**config.mk**
```make
export PLATFORM = sky130hd
export DESIGN_NAME = uart_tx_arbiter
export DESIGN_NICKNAME = d
export VERILOG_FILES = /design/src/rtl/uart_tx_arbiter.sv
export SDC_FILE = /design/constraint.sdc
export NUM_CORES = 1
export LEC_CHECK = 0
export ABC_AREA = 1
export CORE_MARGIN = 2
export CORE_UTILIZATION = 52
export CTS_CLUSTER_SIZE = 40
export DETAILED_ROUTE_END_ITERATION = 10
export GPL_TIMING_DRIVEN = 0
export PLACE_DENSITY = 0.83
export SYNTH_ARGS = -nofsm -noshare
export SYNTH_HDL_FRONTEND = slang
export SYNTH_SLANG_ARGS = --single-unit
export TNS_END_PERCENT = 100
```
**constraint.sdc**
```tcl
create_clock -name i_Clock -period 3.1 [get_ports i_Clock]
set_clock_uncertainty 0.2 [all_clocks]
set_input_delay 0.62 -clock i_Clock [delete_from_list [all_inputs] [get_ports i_Clock]]
set_output_delay 0.62 -clock i_Clock [all_outputs]
set_load 0.02 [all_outputs]
```
**src/rtl/uart_tx_arbiter.sv**
```systemverilog
// Round-robin arbiter that shares one uart_tx serializer between NUM_REQ byte producers.
// It grants one byte at a time, then waits for the transmitter's done pulse or a watchdog expiry.
module uart_tx_arbiter #(
  parameter int NUM_REQ      = 4,
  parameter int TIMEOUT_CLKS = 1000
) (
  input  logic                 i_Clock,
  input  logic                 i_Rst_n,
  input  logic [NUM_REQ-1:0]   i_Req,
  input  logic [8*NUM_REQ-1:0] i_Req_Byte,
  output logic [NUM_REQ-1:0]   o_Grant,
  output logic                 o_Busy,
  output logic                 o_Timeout,
  output logic                 o_Tx_DV,
  output logic [7:0]           o_Tx_Byte,
  input  logic                 i_Tx_Done
);

  localparam int PTR_W = $clog2(NUM_REQ);
  localparam int CNT_W = $clog2(TIMEOUT_CLKS) + 1;
  localparam logic [CNT_W-1:0] CNT_LAST = CNT_W'(TIMEOUT_CLKS - 1);
  localparam logic [CNT_W-1:0] CNT_MAX  = {CNT_W{1'b1}};
  localparam logic [PTR_W-1:0] PTR_LAST = PTR_W'(NUM_REQ - 1);

  typedef enum logic [1:0] {IDLE, WAIT_DONE, GAP} state_t;

  state_t               state_q, state_d;
  logic [PTR_W-1:0]     ptr_q, ptr_d;
  logic [CNT_W-1:0]     cnt_q, cnt_d;
  logic [NUM_REQ-1:0]   grant_q, grant_d;
  logic                 tx_dv_q, tx_dv_d;
  logic [7:0]           tx_byte_q, tx_byte_d;
  logic                 timeout_q, timeout_d;

  logic                 win_found;
  logic [PTR_W-1:0]     win_idx;
  logic [PTR_W-1:0]     cand;

  // Rotating search starting at ptr; the first asserted request wins.
  always_comb begin
    win_found = 1'b0;
    win_idx   = '0;
    cand      = '0;
    for (int i = 0; i < NUM_REQ; i++) begin
      cand = PTR_W'((int'(ptr_q) + i) % NUM_REQ);
      if (!win_found && i_Req[cand]) begin
        win_found = 1'b1;
        win_idx   = cand;
      end
    end
  end

  always_comb begin
    state_d   = state_q;
    ptr_d     = ptr_q;
    cnt_d     = cnt_q;
    grant_d   = '0;
    tx_dv_d   = 1'b0;
    tx_byte_d = tx_byte_q;
    timeout_d = 1'b0;
    case (state_q)
      IDLE: begin
        if (win_found) begin
          grant_d[win_idx] = 1'b1;
          tx_dv_d          = 1'b1;
          tx_byte_d        = i_Req_Byte[{win_idx, 3'b000} +: 8];
          cnt_d            = '0;
          ptr_d            = (win_idx == PTR_LAST) ? '0 : win_idx + 1'b1;
          state_d          = WAIT_DONE;
        end
      end
      WAIT_DONE: begin
        if (cnt_q != CNT_MAX) cnt_d = cnt_q + 1'b1;
        // Done wins over a simultaneous expiry, so no timeout is reported then.
        if (i_Tx_Done) begin
          state_d = GAP;
        end else if (cnt_q >= CNT_LAST) begin
          timeout_d = 1'b1;
          state_d   = GAP;
        end
      end
      GAP:     state_d = IDLE;
      default: state_d = IDLE;
    endcase
  end

  always_ff @(posedge i_Clock or negedge i_Rst_n) begin
    if (!i_Rst_n) begin
      state_q   <= IDLE;
      ptr_q     <= '0;
      cnt_q     <= '0;
      grant_q   <= '0;
      tx_dv_q   <= 1'b0;
      tx_byte_q <= 8'h00;
      timeout_q <= 1'b0;
    end else begin
      state_q   <= state_d;
      ptr_q     <= ptr_d;
      cnt_q     <= cnt_d;
      grant_q   <= grant_d;
      tx_dv_q   <= tx_dv_d;
      tx_byte_q <= tx_byte_d;
      timeout_q <= timeout_d;
    end
  end

  assign o_Busy    = (state_q != IDLE);
  assign o_Grant   = grant_q;
  assign o_Tx_DV   = tx_dv_q;
  assign o_Tx_Byte = tx_byte_q;
  assign o_Timeout = timeout_q;

endmodule
```
==> results of run 1 <==
==> per-stage QoR <==
step                      worst slack, ps  area (sq um)
after floorplan                     872.6          2021
after global placement              242.2          2611
after detailed placement            196.7          2611
after CTS                           486.9          2694
after global routing                352.2          2689
final                               491.5          2689
==> how the worst max path moves through the flow <==
stage	from	endpoint	slack (ps)	depth (start not counted)
final	i_Req[3]	ptr_q[1]	490	13
after CTS	i_Req[3]	ptr_q[1]	490	13
after global placement	i_Req[3]	ptr_q[1]	240	13
after floorplan	i_Req[3]	ptr_q[1]	870	12
after global routing	i_Req[3]	ptr_q[1]	350	13
after detailed placement	i_Req[3]	ptr_q[1]	200	13
==> cells in the final DEF (no fill, tap or decap), drive strengths merged <==
cell type / instances
a21oi: 1
a31oi: 2
buf: 9
clkbuf: 6
clkdlybuf4s50: 52
clkinv: 2
dfrtp: 29
ha: 2
inv: 61
nand2: 107
nand3: 29
nand4: 19
nor2: 17
nor3: 4
nor4: 4
o21a: 1
o21ai: 10
o22ai: 1
o32ai: 1
or2: 1
xor2: 3
==> state kept, by name, indices dropped and copies added, names as in the netlist <==
register,count
cnt_q,11
o_Tx_Byte,8
o_Grant,4
ptr_q,2
state_q,2
o_Timeout,1
o_Tx_DV,1
==> layout make-up <==
cell class                      count  area (sq um)  share of cell area
Sequential cell                    29         725.7              0.2699
Timing Repair Buffer               53         525.5              0.1954
Clock buffer                        6         72.57             0.02699
Clock inverter                      2         10.01            0.003723
Buffer                              8         52.55             0.01954
Inverter                           61         241.5             0.08981
Tap cell                           48         60.06             0.02234
Multi-Input combinational cell    202          1001              0.3723
==> worst max-delay path, stage by stage <==
cell and delay (ps):
clkdlybuf4s50_1 420, inv_1 80, nand2_1 70, nand3_1 100
nand2_1 110, nor2_4 170, nand3_4 160, nand3_4 190
buf_6 170, inv_1 50, ha_1 280, nand2_1 60
o21ai_0 80
==> cell families after synthesis <==
family                     Yosys count  synth area share
and+or+nand+nor                    181            0.4254
buffers and inverters               69            0.1455
AOI/OAI and AO/OA                   16           0.04458
DFF                                 29            0.3591
adders and majority gates            2           0.01238
xor gates and xnor gates             3           0.01301
==> power by group through the flow <==
stage	logic [uW]	registers, uW	clock network, uW
after CTS	1990	577	299
after global placement	1950	580	0
final	1980	578	294
after floorplan	1360	654	0
after detailed placement	1990	583	0
after global routing	2250	589	322
==> cell usage after synthesis, drive strengths merged, types with 2 or more instances <==
| master | count |
|---|---|
| nor2 | 17 |
| o21ai | 10 |
| nand2 | 107 |
| nand4 | 19 |
| a31oi | 2 |
| nor4 | 4 |
| nor3 | 4 |
| xor2 | 3 |
| nand3 | 29 |
| dfrtp | 29 |
| ha | 2 |
| buf | 8 |
| inv | 61 |
==> layer usage <==
layer  global-route usage  wire length, um  up-vias
li1                     -                -     1064
met3              0.06133              170       10
met1               0.3247             2189      928
met2               0.4263             2398       45
met5                    0                0        -
met4              0.09694              104        0
==> summary.md, run 1 <==
| Metric | Value |
|---|---|
| Final GP Congestion | 0.9419 |
| Logic pwr share | 0.694 |
| Crit start category | input pin |
| Final Cycle Share | 0.8414 |
| Max_slew headroom | 0.5850 |
| Die H | 66.34 um |
| Clk pin slew, worst setup/hold paths | 60 ps |
| I/O pin count | 54 |
| Pre-Repair DR Iteration Count | 4 |
| Slew Limit Fails | 0 |
| Routed vias/inst | 5.005 |
| Hold_ws | 149.8 ps |
| Cts-stage hold buffer count | 0 |
| Sequential Power Share | 0.203 |
| Power Density | 1061 mW/mm^2 |
| Vias | 2,047 |
| Residual DRC count | 0 |
| Core ar. | 0.003689 sq mm |
| Post-Layout Cell Count | 409 |
| Max-cap viol count | 0 |
| Flop-to-flop setup slack | 730 ps |
| Post-CTS setup buffer count | 0 |
| Initial antenna violation count | 0 |
| Clk Latency, worst-skew pair | 280 ps |
| DR iter-0 viols | 138 |
| Mapped cell area | 0.002021 sq mm |
| Row Count | 22 |
| Switch Pwr | 1476 uW |
| Yosys top cell area share | 0.3591 |
| Detailed Place HPWL | 3826 um |
| Share of layout cells above drive strength 1 | 0.09141 |
| Post-cts resize count | 0 |
| Largest net degree at the start of global routing | 30 |
| Cell Int Power | 1377 uW |
| CP Max Fanout | 10 |
| Antenna-violating nets left | 0 |
| PortBufs | 53 |
| Total power | 2853 uW |
| H-tree levels | 2 |
| Synth Area per Inst | 6.736 sq um |
| Sink Count | 29 |
| R2r endpoint | ptr_q[1] |
| Syn Inst Count | 300 |
| Clock network power share | 0.103 |
| Die width | 66.34 um |
| Fill cells | 326 |
| Die area | 0.004400 sq mm |
| CP Capture Type | flop |
| Post-synth top flop | dfrtp_1 |
| GR Overflow Total | 0 |
| Clock Tree Root | clkbuf_8 |
| Worst hold-check path type | input pin to asynchronous set/reset pin |
| Largest buffer count on any clock path | 2 |
| TritonCTS Buffers | 5 |
| First-pass GRT wire length | 8528 um |
| Placed insts | 401 |
| Wire per inst | 11.89 um |
| Net Sw Frac | 0.5172 |
| Hold Vio Cnt, Final | 0 |
| Cell variety after synth | 30 |
| Maximum VDD drop | 0.0007336 V |
| Setup TNS | 0 ps |
| Final net count | 401 |
| Yosys reg bits | 29 |
| Fin crit period | 2608 ps |
| Vias in the first global route | 1,989 |
| Ant. Diodes | 0 |
| Total Routing Usage GR | 0.2577 |
| Synth area leader | dfrtp_1 |
| Worst Tran Pin Value | 622.6 ps |
| Initial cell density of the core | 0.5478 |
| Setup CP Type | input pin to flop |
| Unrepaired setup endpoints after global routing | no |
| Total Wirelength | 4862 um |
| Finish-stage setup viols | 0 |
| Reg2reg start | ptr_q[0] |
| Area contributors post-synth | dfrtp_1 36%, nand2_1 19%, inv_1 10% |
| Sequential-to-total area share from yosys stat | 0.3591 |
| Reg2reg path depth | 13 |
| Final Core Density | 0.7290 |
| Critical path required time | 3050 ps |
| Outcome | complete, no violations |
| CTS tree | yes |
| Yosys Warn Count | 0 |
| Layout area overhead | 33.07% |
| Async set-reset flop share out of synthesis | 1.000 |
| Number of synthesized flops with an enable pin | 0 |
| CP arrival | 2560 ps |
| Max frequency | 383.4 MHz |
| Leak | 0.001421 uW |
| Post-Syn Nets | 341 |
No activity file was read; power rests on OpenSTA's default activity.
==> run 2, diff against run 1 <==
--- a/config.mk
+++ b/config.mk
@@ -7,11 +7,11 @@
 export LEC_CHECK = 0
 export ABC_AREA = 1
 export CORE_MARGIN = 2
-export CORE_UTILIZATION = 52
+export CORE_UTILIZATION = 49
 export CTS_CLUSTER_SIZE = 40
 export DETAILED_ROUTE_END_ITERATION = 10
 export GPL_TIMING_DRIVEN = 0
-export PLACE_DENSITY = 0.83
+export PLACE_DENSITY = 0.79
 export SYNTH_ARGS = -nofsm -noshare
 export SYNTH_HDL_FRONTEND = slang
 export SYNTH_SLANG_ARGS = --single-unit
==> constraint.sdc (replaced) <==
create_clock -name i_Clock -period 2.65 [get_ports i_Clock]
set_clock_uncertainty 0.2 [all_clocks]
set_input_delay 0.53 -clock i_Clock [delete_from_list [all_inputs] [get_ports i_Clock]]
set_output_delay 0.53 -clock i_Clock [all_outputs]
set_load 0.02 [all_outputs]
==> run 2 against run 1 <==
  * Critical path depth is the same
  * Cell count grew 0.49%
  * Combinational power grew 17%
  * Global-route usage shrank 3.0 points
  * Largest cell class unchanged
  * Largest power group unchanged
  * Highest routed layer unchanged
==> summary.md, run 2 (synthesized netlist as in run 1, its figures left out) <==
| Metric | Value |
|---|---|
| Final Cycle Share | 0.9354 |
| Most flop-heavy register | cnt_q |
| TritonCTS Buffers | 5 |
| Max-cap viol count | 0 |
| Fin crit period | 2479 ps |
| Post-route cell area | 0.002698 sq mm |
| Worst hold-check path type | input pin to asynchronous set/reset pin |
| Initial antenna violation count | 0 |
| I/O pin count | 54 |
| Max FFs per register | 11 |
| Post-CTS setup buffer count | 0 |
| Hold_ws | 48.49 ps |
| Setup ws final | 171.2 ps |
| Unrepaired setup endpoints after global routing | no |
| Core ar. | 0.003971 sq mm |
| Residual DRC count | 0 |
| Antenna-violating nets left | 0 |
| Largest net degree at the start of global routing | 30 |
| CTS tree | yes |
| Max stage delay on crit path | 420 ps |
| PortBufs | 53 |
| Reg2reg start | ptr_q[0] |
| Layout area overhead | 33.50% |
| Cell chain of the critical path | clkdlybuf4s50_1 -> inv_1 -> nand2_1 -> nand3_1 -> nand2_2 -> nor2_4 -> nand3_4 -> nand3_4 -> buf_6 -> inv_1 -> ha_1 -> nand2_1 -> o21ai_0 |
| Slowest cell on the critical path | clkdlybuf4s50_1 |
| Clk Latency, worst-skew pair | 290 ps |
| Placed insts | 403 |
| Clock Tree Root | clkbuf_8 |
| Placed Area | 0.002614 sq mm |
| GR Overflow Total | 0 |
| Cts-stage hold buffer count | 0 |
| Largest buffer count on any clock path | 2 |
| Final net count | 401 |
| Clk pin slew, worst setup/hold paths | 60 ps |
| Worst Setup SP | i_Req[1] |
| Die width | 68.22 um |
| Placement Setup Slack | -154.5 ps |
| CP arrival | 2440 ps |
| Max_slew headroom | 0.5892 |
| First-pass GRT wire length | 7955 um |
| Pre-Repair DR Iteration Count | 4 |
| Sink Count | 29 |
| Leak | 0.001420 uW |
| Hold Vio Cnt, Final | 0 |
| Detailed Place HPWL | 3748 um |
| Power Density | 1241 mW/mm^2 |
| Commonest non-fill, non-tap cell in the layout | nand2_1 |
| Maximum VDD drop | 0.0006026 V |
| Vias | 2,085 |
| Outcome | complete, no violations |
| Die H | 68.22 um |
| Max frequency | 403.4 MHz |
| CP Capture Type | flop |
| Total Routing Usage GR | 0.2277 |
| Vias in the first global route | 1,845 |
| Die area | 0.004653 sq mm |
| Wire per inst | 11.87 um |
| Crit start category | input pin |
| Setup TNS | 0 ps |
| Final GP Congestion | 0.9149 |
| DR iter-0 viols | 139 |
| Post-cts resize count | 0 |
| Ant. Diodes | 0 |
| Setup CP Type | input pin to flop |
| Routed vias/inst | 5.073 |
| Commonest non-fill, non-tap cells in the layout | 101 x nand2_1, 56 x inv_1, 52 x clkdlybuf4s50_1 |
| CP Max Fanout | 10 |
| Row Count | 23 |
| Critical path required time | 2610 ps |
| Post-Layout Cell Count | 411 |
| H-tree levels | 2 |
| Total Wirelength | 4878 um |
| Initial cell density of the core | 0.5088 |
| Share of layout cells above drive strength 1 | 0.09695 |
| Worst Tran Pin Value | 616.1 ps |
| Slew Limit Fails | 0 |
| Finish-stage setup viols | 0 |
[run 2: cell count changes in the layout (fill, tap and decap cells not counted)]
| cell | before | now |
|---|---|---|
| nand2_2 | 3 | 4 |
| clkinvlp_4 | 0 | 1 |
| nand2_1 | 102 | 101 |
| clkbuf_1 | 1 | 0 |
[run 2: metrics by stage]
step | utilization | total power [uW]
6_report | 0.6793 | 3348
5_1_grt | 0.6793 | 3694
4_1_cts | 0.6799 | 3376
3_5_place_dp | 0.6582 | 3011
3_3_place_gp | 0.6582 | 2971
2_1_floorplan | - | 2354
[run 2: worst paths after layout]
| path | end | slack, ps | cells after the start |
|---|---|---|---|
| max | ptr_q[1] | 170 | 13 |
| min | o_Tx_DV | 50 | 1 |
| max reg2reg | ptr_q[1] | 320 | 13 |
| min reg2reg | o_Tx_Byte[5] | 280 | 2 |
| max in group asynchronous | cnt_q[0] | 1790 | 1 |
| min in group i_Clock | o_Tx_Byte[5] | 280 | 2 |
[run 2: worst max-delay path: cells and delay by family]
kind / cells / cell delay [ps]
compound gates: 1 / 70
simple gates: 7 / 850
buf+inv: 4 / 710
fa+ha+maj: 1 / 290
[run 2: cell type report]
cell class,count,area (sq um)
plain buffers,8,52.55
repair buffers,53,525.5
clock buffers,5,68.82
well taps,50,62.56
multi-input cells,202,1003
flip-flops and latches,29,725.7
inverters,61,241.5
clock inverters,3,17.52
fillers,369,1274
[run 2: report_power, final]
group / total, uW / internal (uW) / switching [uW]
logic: 2320 / 847 / 1470
registers: 673 / 590 / 82.7
clock network: 354 / 180 / 173
[run 2: metal layers]
metal  GRT usage  share of wire  vias up
li1            -              -     1071
met1      0.2953           0.44      929
met2      0.3823           0.47       81
met3     0.06579          0.081        4
met4     0.03750         0.0064        0
met5           0              0        -
==> run 3, diff against run 2 <==
--- a/config.mk
+++ b/config.mk
@@ -8,7 +8,6 @@
 export ABC_AREA = 1
 export CORE_MARGIN = 2
 export CORE_UTILIZATION = 49
-export CTS_CLUSTER_SIZE = 40
 export DETAILED_ROUTE_END_ITERATION = 10
 export GPL_TIMING_DRIVEN = 0
 export PLACE_DENSITY = 0.79
==> constraint.sdc (replaced) <==
create_clock -name i_Clock -period 2.65 [get_ports i_Clock]
set_clock_uncertainty 0.2 [all_clocks]
set_input_delay 0.6625 -clock i_Clock [delete_from_list [all_inputs] [get_ports i_Clock]]
set_output_delay 0.6625 -clock i_Clock [all_outputs]
set_load 0.02 [all_outputs]
==> run 3 against run 2 <==
  * Sequential share of layout area fell by 0.21 points
  * Hold slack improved by 130 ps
  * Power rose by 1.8%
  * Wire length rose by 0.86%
  * Register-to-register slack improved by 110 ps
  * Design area rose by 0.79%
  * Critical path type unchanged
  * Critical endpoint unchanged
  * Largest cell class unchanged
  * Largest power group unchanged
  * Highest routed layer unchanged
==> summary.md, run 3 (synthesized netlist as in run 1, its figures left out) <==
| Metric | Value |
|---|---|
| CTS tree | yes |
| Die width | 68.22 um |
| Outcome | complete, no violations |
| Max FFs per register | 11 |
| Multi-input combinational cell area | 0.001018 sq mm |
| Worst Tran Pin Value | 615.7 ps |
| Sink Count | 29 |
| Initial cell density of the core | 0.5088 |
| Final Cycle Share | 0.9437 |
| Detailed Place HPWL | 3748 um |
| Ant. Diodes | 0 |
| Power Density | 1254 mW/mm^2 |
| H-tree levels | 2 |
| TritonCTS Buffers | 5 |
| Total Routing Usage GR | 0.2277 |
| Residual DRC count | 0 |
| Crit start category | input pin |
| Fin crit period | 2501 ps |
| Total Wirelength | 4920 um |
| Core ar. | 0.003971 sq mm |
| Clock Tree Root | clkbuf_8 |
| Final net count | 402 |
| Largest net degree at the start of global routing | 30 |
| Clk pin slew, worst setup/hold paths | 60 ps |
| CP Max Fanout | 10 |
| Die H | 68.22 um |
| DR iter-0 viols | 173 |
| Share of layout cells above drive strength 1 | 0.1077 |
| Wire per inst | 11.94 um |
| Setup ws final | 149.3 ps |
| Leak | 0.001425 uW |
| Commonest non-fill, non-tap cells in the layout | 99 x nand2_1, 56 x inv_1, 52 x clkdlybuf4s50_1 |
| Maximum VDD drop | 0.0006029 V |
| Vias | 2,104 |
| Max-cap viol count | 0 |
| Total power | 3408 uW |
| Flop-to-flop setup slack | 430 ps |
| Most flop-heavy register | cnt_q |
| Worst Setup SP | i_Req[1] |
| Vias in the first global route | 1,845 |
| Clk Latency, worst-skew pair | 290 ps |
| Hold Vio Cnt, Final | 0 |
| Routed vias/inst | 5.107 |
| First-pass GRT wire length | 7955 um |
| I/O pin count | 54 |
| GR Overflow Total | 0 |
| Worst hold-check path type | input pin to asynchronous set/reset pin |
| Reg area | 725.7 sq um |
| Unrepaired setup endpoints after global routing | no |
| Finish-stage setup viols | 0 |
| CP arrival | 2470 ps |
| Commonest non-fill, non-tap cell in the layout | nand2_1 |
| CP Capture Type | flop |
| Row Count | 23 |
| Max frequency | 399.9 MHz |
| Hold_ws | 179.9 ps |
| Critical path required time | 2610 ps |
| Antenna-violating nets left | 0 |
| Fill cells | 367 |
| PortBufs | 53 |
| Pre-Repair DR Iteration Count | 4 |
| Setup CP Type | input pin to flop |
| Slew Limit Fails | 0 |
| Die area | 0.004653 sq mm |
| Reg2reg start | ptr_q[0] |
| Cts-stage hold buffer count | 0 |
| Placement Setup Slack | -287.0 ps |
| Largest buffer count on any clock path | 2 |
| Max_slew headroom | 0.5895 |
| Initial antenna violation count | 0 |
| Final GP Congestion | 0.9149 |
| Layout area overhead | 34.55% |
==> run 3: cell count changes in the layout (fill, tap and decap cells not counted) <==
cell	previous run	this run
buf_6	2	1
nand2_1	101	99
nand3_4	2	3
clkbuf_4	0	1
nand3_2	1	0
buf_4	0	2
nor2_2	1	2
buf_2	7	6
nor2_1	14	13
nand2_2	4	6
==> run 3: final timing paths <==
kind                                end  cells past startpoint
max                            ptr_q[1]                     12
min                             o_Tx_DV                      1
max reg2reg                    ptr_q[1]                     12
min reg2reg                o_Tx_Byte[0]                      2
max in group asynchronous      cnt_q[0]                      1
min in group i_Clock       o_Tx_Byte[0]                      2
==> run 3: worst max-delay path, cell delays in order <==
cell,delay [ps]
clkdlybuf4s50_1,420
inv_1,80
nand2_1,70
nand3_1,130
nand2_2,100
nor2_4,150
nand3_1,80
nand3_1,160
clkbuf_4,240
ha_1,250
nand2_1,60
o21ai_0,70
==> run 3: what timing repair did <==
action / CTS / global route
setup buffers: 0 / 2
endpoints found under the setup margin: 0 / 1
gates resized for setup: 0 / 6
==> run 3: through the flow <==
step,area (sq um),TNS (ps),std cells,util
global placement,2614,-681.1,403,0.6582
floorplan,2021,0,300,-
CTS,2700,0,411,0.6799
global route,2719,0,412,0.6846
finish,2719,0,412,0.6846
detailed placement,2614,-1129,403,0.6582
==> run 3: area by class of cell <==
class,count,share of cell area
clock buffers,5,0.02531
multi-input cells,202,0.3746
flip-flops and latches,29,0.2669
plain buffers,7,0.01611
clock inverters,3,0.006443
repair buffers,55,0.1988
inverters,61,0.08882
well taps,50,0.02301
==> run 3: layer usage <==
metal / routed length (um) / vias up / share of wire / track usage
met5: 0 / - / 0 / 0
met4: 31 / 0 / 0.0063 / 0.03750
met3: 374 / 6 / 0.076 / 0.06579
met2: 2331 / 79 / 0.47 / 0.3823
met1: 2182 / 951 / 0.44 / 0.2953
li1: - / 1068 / - / -
==> run 3: power by group <==
group          internal, uW  switching (uW)  leakage [uW]
registers               590            83.5      0.000378
logic                   878            1500       0.00100
clock network           180             174     0.0000439
total                  1650            1760       0.00143
